File: src/rtl/cpu_pkg.sv
// Shared instruction-set definitions for the fetch/decode and execute stages:
// opcodes, field bit positions, the R-type field struct and an opcode legality check.
package cpu_pkg;

   localparam logic [5:0] OP_RTYPE = 6'h00;
   localparam logic [5:0] OP_LI    = 6'h0F;
   localparam logic [5:0] OP_LW    = 6'h23;
   localparam logic [5:0] OP_SW    = 6'h2B;
   localparam logic [5:0] OP_BEQ   = 6'h04;
   localparam logic [5:0] OP_J     = 6'h02;

   localparam int OPCODE_HI = 31;
   localparam int OPCODE_LO = 26;
   localparam int RS_HI     = 25;
   localparam int RS_LO     = 21;
   localparam int RT_HI     = 20;
   localparam int RT_LO     = 16;
   localparam int RD_HI     = 15;
   localparam int RD_LO     = 11;
   localparam int SHAMT_HI  = 10;
   localparam int SHAMT_LO  = 6;
   localparam int FUNCT_HI  = 5;
   localparam int FUNCT_LO  = 0;
   localparam int IMM_HI    = 15;
   localparam int IMM_LO    = 0;
   localparam int ADDR_HI   = 25;
   localparam int ADDR_LO   = 0;

   // Field widths follow the bit positions so the struct overlays a 32-bit word exactly.
   typedef struct packed {
      logic [OPCODE_HI-OPCODE_LO:0] opcode;
      logic [RS_HI-RS_LO:0]         rs;
      logic [RT_HI-RT_LO:0]         rt;
      logic [RD_HI-RD_LO:0]         rd;
      logic [SHAMT_HI-SHAMT_LO:0]   shamt;
      logic [FUNCT_HI-FUNCT_LO:0]   funct;
   } instr_t;

   function automatic logic opcode_illegal(input logic [5:0] op);
      case (op)
         OP_RTYPE, OP_LI, OP_LW, OP_SW, OP_BEQ, OP_J: return 1'b0;
         default:                                     return 1'b1;
      endcase
   endfunction

endpackage

File: src/rtl/sync_fifo.sv
// Registered in-order queue with synchronous flush and occupancy count.
// A pop frees its slot first, so push and pop together are accepted even when full.
module sync_fifo #(
   parameter int WIDTH = 32,
   parameter int DEPTH = 2,
   parameter int CW    = $clog2(DEPTH + 1)
) (
   input  logic             clk,
   input  logic             rst,
   input  logic             flush,
   input  logic             push,
   input  logic [WIDTH-1:0] push_data,
   input  logic             pop,
   output logic [WIDTH-1:0] pop_data,
   output logic [CW-1:0]    count,
   output logic             empty
);

   localparam int PW = (DEPTH > 1) ? $clog2(DEPTH) : 1;

   logic [WIDTH-1:0] mem [DEPTH];
   logic [PW-1:0]    wr_ptr;
   logic [PW-1:0]    rd_ptr;
   logic             full;
   logic             do_pop;
   logic             do_push;

   assign empty    = (count == '0);
   assign full     = (count == CW'(DEPTH));
   assign do_pop   = pop && !empty;
   assign do_push  = push && (!full || do_pop);
   assign pop_data = mem[rd_ptr];

   function automatic logic [PW-1:0] ptr_inc(input logic [PW-1:0] p);
      return (p == PW'(DEPTH - 1)) ? '0 : p + PW'(1);
   endfunction

   always_ff @(posedge clk) begin
      if (rst || flush) begin
         wr_ptr <= '0;
         rd_ptr <= '0;
         count  <= '0;
      end else begin
         if (do_push) wr_ptr <= ptr_inc(wr_ptr);
         if (do_pop)  rd_ptr <= ptr_inc(rd_ptr);
         count <= count + CW'(do_push) - CW'(do_pop);
      end
   end

   // Storage carries data only; occupancy is governed by the pointers above.
   always_ff @(posedge clk) begin
      if (do_push && !flush) mem[wr_ptr] <= push_data;
   end

endmodule

File: src/rtl/fetch_decode.sv
// Instruction fetch and decode: owns the fetch PC, issues credit-limited reads to
// instruction RAM, queues returned words and presents decoded fields to execute.
module fetch_decode
   import cpu_pkg::*;
#(
   parameter int ADDR_W = 12,
   parameter int DEPTH  = 2
) (
   input  logic              clk,
   input  logic              rst,
   output logic              imem_req_valid,
   output logic [ADDR_W-1:0] imem_req_addr,
   input  logic              imem_req_ready,
   input  logic              imem_rsp_valid,
   input  logic [31:0]       imem_rsp_data,
   input  logic              redirect_valid,
   input  logic [ADDR_W-1:0] redirect_pc,
   output logic              dec_valid,
   input  logic              dec_ready,
   output logic [ADDR_W-1:0] dec_pc,
   output logic [5:0]        dec_opcode,
   output logic [4:0]        dec_rs,
   output logic [4:0]        dec_rt,
   output logic [4:0]        dec_rd,
   output logic [4:0]        dec_shamt,
   output logic [5:0]        dec_funct,
   output logic [15:0]       dec_imm,
   output logic [25:0]       dec_addr,
   output logic              dec_illegal
);

   localparam int CW = $clog2(DEPTH + 1);
   localparam int QW = 32 + ADDR_W;

   logic [ADDR_W-1:0] fetch_pc;
   logic [ADDR_W-1:0] resp_pc;
   logic [CW-1:0]     outstanding;
   logic [CW-1:0]     outstanding_next;
   logic [CW-1:0]     drop_cnt;
   logic [CW-1:0]     count;
   logic              empty;
   logic              credit_ok;
   logic              req_fire;
   logic              push;
   logic              pop;
   logic [QW-1:0]     head;
   logic [ADDR_W-1:0] head_pc;
   logic [31:0]       head_word;
   logic [31:0]       dec_word;
   instr_t            dec_instr;

   // Words in flight plus words queued never exceed DEPTH, so the queue cannot overflow.
   assign credit_ok        = ({1'b0, outstanding} + {1'b0, count}) < (CW + 1)'(DEPTH);
   assign imem_req_valid   = !rst && credit_ok && !redirect_valid;
   assign imem_req_addr    = fetch_pc;
   assign req_fire         = imem_req_valid && imem_req_ready;
   assign outstanding_next = outstanding + CW'(req_fire) - CW'(imem_rsp_valid);
   assign push             = imem_rsp_valid && (drop_cnt == '0);
   assign pop              = dec_valid && dec_ready;

   always_ff @(posedge clk) begin
      if (rst) begin
         fetch_pc    <= '0;
         resp_pc     <= '0;
         outstanding <= '0;
         drop_cnt    <= '0;
      end else begin
         outstanding <= outstanding_next;
         if (redirect_valid) begin
            // Every request still owed a response at this point fetched down the old path.
            fetch_pc <= redirect_pc;
            resp_pc  <= redirect_pc;
            drop_cnt <= outstanding_next;
         end else begin
            if (req_fire) fetch_pc <= fetch_pc + ADDR_W'(1);
            if (imem_rsp_valid) begin
               if (drop_cnt != '0) drop_cnt <= drop_cnt - CW'(1);
               else                resp_pc  <= resp_pc + ADDR_W'(1);
            end
         end
      end
   end

   sync_fifo #(
      .WIDTH (QW),
      .DEPTH (DEPTH),
      .CW    (CW)
   ) u_queue (
      .clk       (clk),
      .rst       (rst),
      .flush     (redirect_valid),
      .push      (push),
      .push_data ({resp_pc, imem_rsp_data}),
      .pop       (pop),
      .pop_data  (head),
      .count     (count),
      .empty     (empty)
   );

   assign {head_pc, head_word} = head;

   // Fields read as zero whenever nothing is presented, including during reset.
   assign dec_valid   = !rst && !empty;
   assign dec_word    = dec_valid ? head_word : '0;
   assign dec_pc      = dec_valid ? head_pc : '0;
   assign dec_instr   = instr_t'(dec_word);
   assign dec_opcode  = dec_instr.opcode;
   assign dec_rs      = dec_instr.rs;
   assign dec_rt      = dec_instr.rt;
   assign dec_rd      = dec_instr.rd;
   assign dec_shamt   = dec_instr.shamt;
   assign dec_funct   = dec_instr.funct;
   assign dec_imm     = dec_word[IMM_HI:IMM_LO];
   assign dec_addr    = dec_word[ADDR_HI:ADDR_LO];
   assign dec_illegal = dec_valid && opcode_illegal(dec_instr.opcode);

endmodule
File: config.mk
export PLATFORM = sky130hd
export DESIGN_NAME = fetch_decode
export DESIGN_NICKNAME = d
export VERILOG_FILES = /design/src/rtl/cpu_pkg.sv /design/src/rtl/sync_fifo.sv /design/src/rtl/fetch_decode.sv
export SDC_FILE = /design/constraint.sdc
export NUM_CORES = 1
export LEC_CHECK = 0
export BUFFER_PORTS_ARGS = -buffer_cell sky130_fd_sc_hd__buf_2
export CAP_MARGIN = 20
export CORE_UTILIZATION = 38
export DETAILED_ROUTE_END_ITERATION = 8
export HOLD_SLACK_MARGIN = 0.03
export SYNTH_ARGS = -nofsm -noshare
export SYNTH_HDL_FRONTEND = slang
export SYNTH_SLANG_ARGS = --single-unit
File: constraint.sdc
create_clock -name clk -period 8.7 [get_ports clk]
set_input_delay 0.87 -clock clk [delete_from_list [all_inputs] [get_ports clk]]
set_output_delay 0.87 -clock clk [all_outputs]
set_load 0.03 [all_outputs]
==> Word level (Yosys, flattened, before mapping) <==
Memories as Yosys holds them, arrays and structs flattened. A register that Yosys moved wholly into a read port is not among the register bits.
Index checks and enable logic that the tools add are counted.
Widths: inputs -> output; s select.
{ "totals": {"wordCells": 69, "ff_bits": 32, "inputBits": 50, "ram_bits": 88, "out_inout_bits": 101, "n_memories": 1} }
{ "memory_table": {"columns": ["memory", "words", "word_bits", "rd", "rd_ports_with_merged_regs", "wr", "line", "source"], "rows": [
  ["u_queue.mem", 2, 44, 1, 1, 1, "sync_fifo.sv:21", "logic [WIDTH-1:0] mem [DEPTH];"]
]} }
{ "op_classes": {"n_reduce_logical": 26, "n_mux": 17, "addsub": 10, "n_eq_ne": 7, "magnitude_cmp": 1} }
{ "ops": {"columns": ["op", "n"], "rows": [
  ["$mux 12", 6],
  ["$mux 32", 1],
  ["$add 12x1->12 const B", 2],
  ["$eq 6x6->1 const B", 2],
  ["$logic_and 1x1->1", 10],
  ["$reduce_bool 2->1", 4],
  ["$mux 1", 7],
  ["$eq 6x2->1 const B", 1],
  ["$eq 6x3->1 const B", 1],
  ["$eq 6x4->1 const B", 1],
  ["$logic_not 6->1", 1],
  ["$mux 2", 3],
  ["$reduce_or 6->1", 1],
  ["$add 2x1->2", 2],
  ["$logic_not 1->1", 4],
  ["$logic_not 2->1", 2],
  ["$reduce_and 2->1", 2],
  ["$sub 2x1->2", 2],
  ["$add 2x2->3", 1],
  ["$lt 3x2->1 const B", 1],
  ["$add 1x1->1 const B", 2],
  ["$eq 2x2->1 const B", 1],
  ["$logic_or 1x1->1", 2],
  ["$ne 2x2->1 const B", 1],
  ["$sub 2x1->2 const B", 1]
]} }

==> Depth between registers and ports, before layout <==
{ "logic_depth": {"depth_word": 10, "ltp_mapped": 12, "ltp_nobuf": 11} }

==> Modules after synthesis <==
Synthesis repeated with hierarchy kept, for this count alone.
{ "unflattened": {"hier_cells": 430, "hier_area_um2": 5626.6} }
{ "by_module_without_submodules": {"columns": ["module", "cells_per_inst", "area_per_inst_um2", "n_inst", "seq_area_each_um2"], "rows": [
  ["sync_fifo", 162, 3444.6, 1, 2742.6],
  ["fetch_decode", 268, 2182.1, 1, 560.5]
]} }

==> Least setup slack after synthesis <==
No wires, ideal clock.
{ "synth_timing": {"path_type": "input -> register", "start": "in rst", "end": "mem u_queue.mem[0][0] in the netlist's numbering, enable pin", "cell_stages": 4, "setup_slack_ns": 3.472, "setup_time_ns": 0.509, "path_buffers": 1, "t_arrival_ns": 4.719, "path_cell_list": "clkbuf_1 nand2b_1 a31oi_1 nor3b_1"} }
{ "synth_between": {"elab_chain_cells": 9} }
{ "synth_rtl": {"columns": ["item", "line", "source"], "rows": [
  ["start, declared", "fetch_decode.sv:10", "input logic rst,"],
  ["$logic_not 1->1", "fetch_decode.sv:103", "assign dec_valid = !rst && !empty;"],
  ["$logic_and 1x1->1", "fetch_decode.sv:103", null],
  ["$logic_and 1x1->1", "fetch_decode.sv:59", "assign pop = dec_valid && dec_ready;"],
  ["$logic_and 1x1->1", "sync_fifo.sv:30", "assign do_pop = pop && !empty;"],
  ["$logic_or 1x1->1", "sync_fifo.sv:31", "assign do_push = push && (!full || do_pop);"],
  ["$logic_and 1x1->1", "sync_fifo.sv:31", null],
  ["net u_queue.do_push", "sync_fifo.sv:26", "logic do_push;"],
  ["$logic_and 1x1->1", "sync_fifo.sv:52", "if (do_push && !flush) mem[wr_ptr] <= push_data;"],
  ["$mux 1", "sync_fifo.sv:52", null],
  ["$mux 1 (implied by the code)", "sync_fifo.sv:52", null],
  ["end, declared", "sync_fifo.sv:21", null]
]} }
The timed path passes the listed nets, and every way through them passes these cells.

==> Worst setup path in the final report <==
{ "layout_timing": {"start": "in rst", "end": "out dec_illegal"} }
{ "layout_between": {"elab_chain_cells": 7, "word_cells_on_any_way": 12, "classes_between": "eq/ne (5); mux (2); reduce/logical (5)"} }
{ "layout_rtl": {"columns": ["item", "line", "source"], "rows": [
  ["$logic_not 1->1 *", "fetch_decode.sv:103", null],
  ["$logic_and 1x1->1 *", "fetch_decode.sv:103", null],
  ["$mux 32", "fetch_decode.sv:104", "assign dec_word = dec_valid ? head_word : '0;"],
  ["$eq 6x4->1, or another cell as far along", "cpu_pkg.sv:40", "case (op)"],
  ["$reduce_or 6->1", "cpu_pkg.sv:40", null],
  ["$mux 1", "cpu_pkg.sv:40", null],
  ["$logic_and 1x1->1 *", "fetch_decode.sv:115", "assign dec_illegal = dec_valid && opcode_illegal(dec_instr.opcode);"],
  ["end, declared", "fetch_decode.sv:29", "output logic dec_illegal"]
]} }
Mark *: on every way between the ends. The rest lies on a longest branch, timed or not.

==> flow_metrics.py <==
metrics = {
    "yosys": {
        "synthFlopType": "edfxtp_1",
        "synth_warnings": 0,
        "async_reset_ff_share_pct": 0,
        "ys_seq_elements": 121,
        "yosysTopAreaCellShare_pct": 48.5,
        "syn_area_per_cell_um2": 12.1,
        "yosysTopAreaCell": "edfxtp_1",
        "syn_inst": 449,
        "synth.distinct_cells": 46,
        "yosys.cell_count.top_type": "edfxtp_1",
        "ys_seq_area_share_pct": 60.6,
        "ys_top_cells_by_area": "edfxtp_1, dfxtp_1, mux2i_1, buf_4, nor2_1",
        "synth_common_cells": "edfxtp_1, nor2_1, mux2i_1",
        "synth_area_um2": 5450,
        "synth_edf_count": 88,
        "syn-num-nets": 507,
    },
    "cts": {
        "cts_buffer_depth": 2,
        "clock_sinks": 121,
        "cts_tree": "yes",
        "clk_pin_slew_ns": 0.05,
        "root_buffer": "clkbuf_16",
        "htreeDepth": 4,
        "post_cts_buffers": 0,
        "cts_resized": 0,
        "cts_buffers": 17,
        "cts_hold_buf": 0,
        "clock_latency_ns": 0.40,
    },
    "layout": {
        "regArea_um2": 3300,
        "drive_gt1_share_pct": 32.8,
        "final_util_pct": 48.2,
        "finalNetCount": 618,
        "area_growth_pct": 23.3,
        "multi_input_area_um2": 1710,
        "nFillCells": 1279,
        "num_antenna_cells": 0,
    },
    "critical_path": {
        "setup.worst_path.end": "dec_illegal",
        "cp_slowest_cell": "buf_2",
        "reg2reg_slack_ns": 5.49,
        "cp.depth": 6,
        "r2r_start": "u_queue.count[0]",
        "rr_worst_depth": 11,
        "crit_start": "rst",
        "worstSetupPathType": "in -> out",
        "path_cells": "buf_2, o21bai_4, o31a_1, o21ai_0, a31oi_1, buf_2",
        "cp.required_ns": 7.83,
        "endpoint_kind": "output pin",
        "path_delay_family": "compound AO/OA/AOI/OAI gates",
        "arrival_ns": 2.46,
        "path_common_cell": "buf_2",
        "cp-start-kind": "input pin",
        "r2r_end": "drop_cnt[1]",
        "cp_num_buf_inv": 2,
        "slowest_delay_ns": 0.49,
        "path_max_fanout": 34,
    },
    "global_route": {
        "grt_pass1_wl_um": 17800,
        "grt_usage_pct": 15.8,
        "grt_max_degree": 50,
        "antenna_found_initial": 0,
        "grt-ovfl-total": 0,
        "grt_pass1_vias": 3631,
    },
    "floorplanning": {
        "dieArea_um2": 14800,
        "start_util_pct": 39.1,
        "io_pins": 151,
        "die_x_um": 122,
        "coreArea_um2": 13900,
        "die_h_um": 122,
        "num_rows": 43,
    },
    "timing": {
        "relSlewSlack_pct": 49.4,
        "setup_tns_ns": 0,
        "clock.fmax_mhz": 300,
        "grt_setup_unrepaired": "false",
        "max_slew.worst_pin.slew_ns": 0.759,
        "fin_crit_ns": 3.33,
        "slew_violations": 0,
        "period_share_pct": 38.3,
        "fin_skew_ns": 0.0101,
        "hold_slack_ns": 0.459,
        "setup_viol": 0,
        "hold_violations": 0,
        "setup_ws_ns": 5.37,
    },
    "placed_design": {
        "dp_hpwl_um": 7550,
        "numPortBuffers": 150,
        "place.gp.congestion": 0.823,
        "dp_slack_ns": 5.11,
    },
    "routing": {
        "vias": 3782,
        "vias_per_cell": 5.02,
        "drc": 0,
        "routed_wl_um": 11200,
        "firstDrtPassIters": 6,
        "first_iter_violations": 257,
        "ant_nets": 0,
        "routedWlPerCell_um": 14.9,
    },
    "flow_run": {
        "max_cap_viol_count": 0,
    },
    "power": {
        "power_density_nw_per_um2": 235,
        "power.leakage_uw": 0.00268,
        "ir_drop_v": 0.000121,
    },
    "hold_path": {
        "worstHoldPathType": "reg -> reg",
        "whs_path_depth": 0,
    },
    "run_status": {
        "status": "finished clean",
    },
}
[state kept, by name, summed over array words and instances (netlist names), named ones only]
signal and flops:
u_queue.wr_ptr 1, u_queue.rd_ptr 1, outstanding 2, u_queue.mem 88, imem_req_addr 12, u_queue.count 2
drop_cnt 2, resp_pc 12
[report_power, final]
group,internal [uW],leakage (uW),switching [uW]
clock network,494,0.000298,230
registers,656,0.00108,18.9
logic,59.8,0.00130,120
total,1210,0.00268,369
[metal layers]
layer,global-route usage [%],vias to the layer above,part of all wire [%]
met3,5.34,7,7.0
met2,25.4,159,47
met4,4.71,0,0.64
li1,-,1823,-
met1,20.2,1793,45
met5,0,-,0
[cells by family after synthesis]
family          after synthesis  synth area share (%)
simple gates                125                  11.3
flops                       121                  60.6
xor+xnor                     14                  2.25
fa+ha+maj                     8                  1.97
buf+inv                      76                  8.36
compound gates               59                  7.07
mux                          46                  8.45
[metrics by stage]
| stage | area (um^2) | power (uW) | instances |
|---|---|---|---|
| floorplan | 5450 | 818 | 449 |
| detailed placement | 6060 | 865 | 719 |
| global placement | 6060 | 861 | 719 |
| CTS | 6680 | 1590 | 751 |
| finish | 6720 | 1580 | 753 |
| global route | 6720 | 1650 | 753 |
[area by class of cell]
class,instances,share of cell area (%)
flip-flops and latches,121,49.2
multi-input cells,252,25.4
repair buffers,154,12.1
clock buffers,24,7.02
well taps,180,3.35
clock inverters,8,2.18
inverters,14,0.782
[worst min-delay path by stage]
stage	from	end	slack, ns
2_1_floorplan	resp_pc[11]	u_queue.mem[0][43]	0.43
3_3_place_gp	resp_pc[11]	u_queue.mem[0][43]	0.45
3_5_place_dp	resp_pc[11]	u_queue.mem[0][43]	0.45
4_1_cts	resp_pc[11]	u_queue.mem[1][43]	0.46
5_1_grt	resp_pc[11]	u_queue.mem[0][43]	0.46
6_report	resp_pc[11]	u_queue.mem[0][43]	0.46
[cells in the final DEF, fill, tap and decap left out, types with 3 or more instances in the layout]
master / netlist / final
a211oi_1: 5 / 5
a21boi_0: 3 / 3
a21oi_1: 8 / 8
a22oi_1: 3 / 3
a311oi_1: 4 / 4
a31oi_1: 13 / 13
and2_1: 6 / 6
and3_1: 4 / 3
buf_2: 4 / 150
bufinv_16: 0 / 4
clkbuf_1: 9 / 5
clkbuf_16: 0 / 17
dfxtp_1: 33 / 32
edfxtp_1: 88 / 88
ha_1: 7 / 7
inv_1: 12 / 12
mux2i_1: 46 / 46
nand2_1: 15 / 15
nand3_1: 7 / 7
nand4_1: 6 / 6
nor2_1: 55 / 55
nor3_1: 10 / 10
o211ai_1: 3 / 3
o21ai_0: 12 / 12
or3_1: 6 / 6
or4_1: 3 / 3
xnor2_1: 11 / 11
xor2_1: 3 / 3
Note: power is estimated with default switching activity, not from simulation.
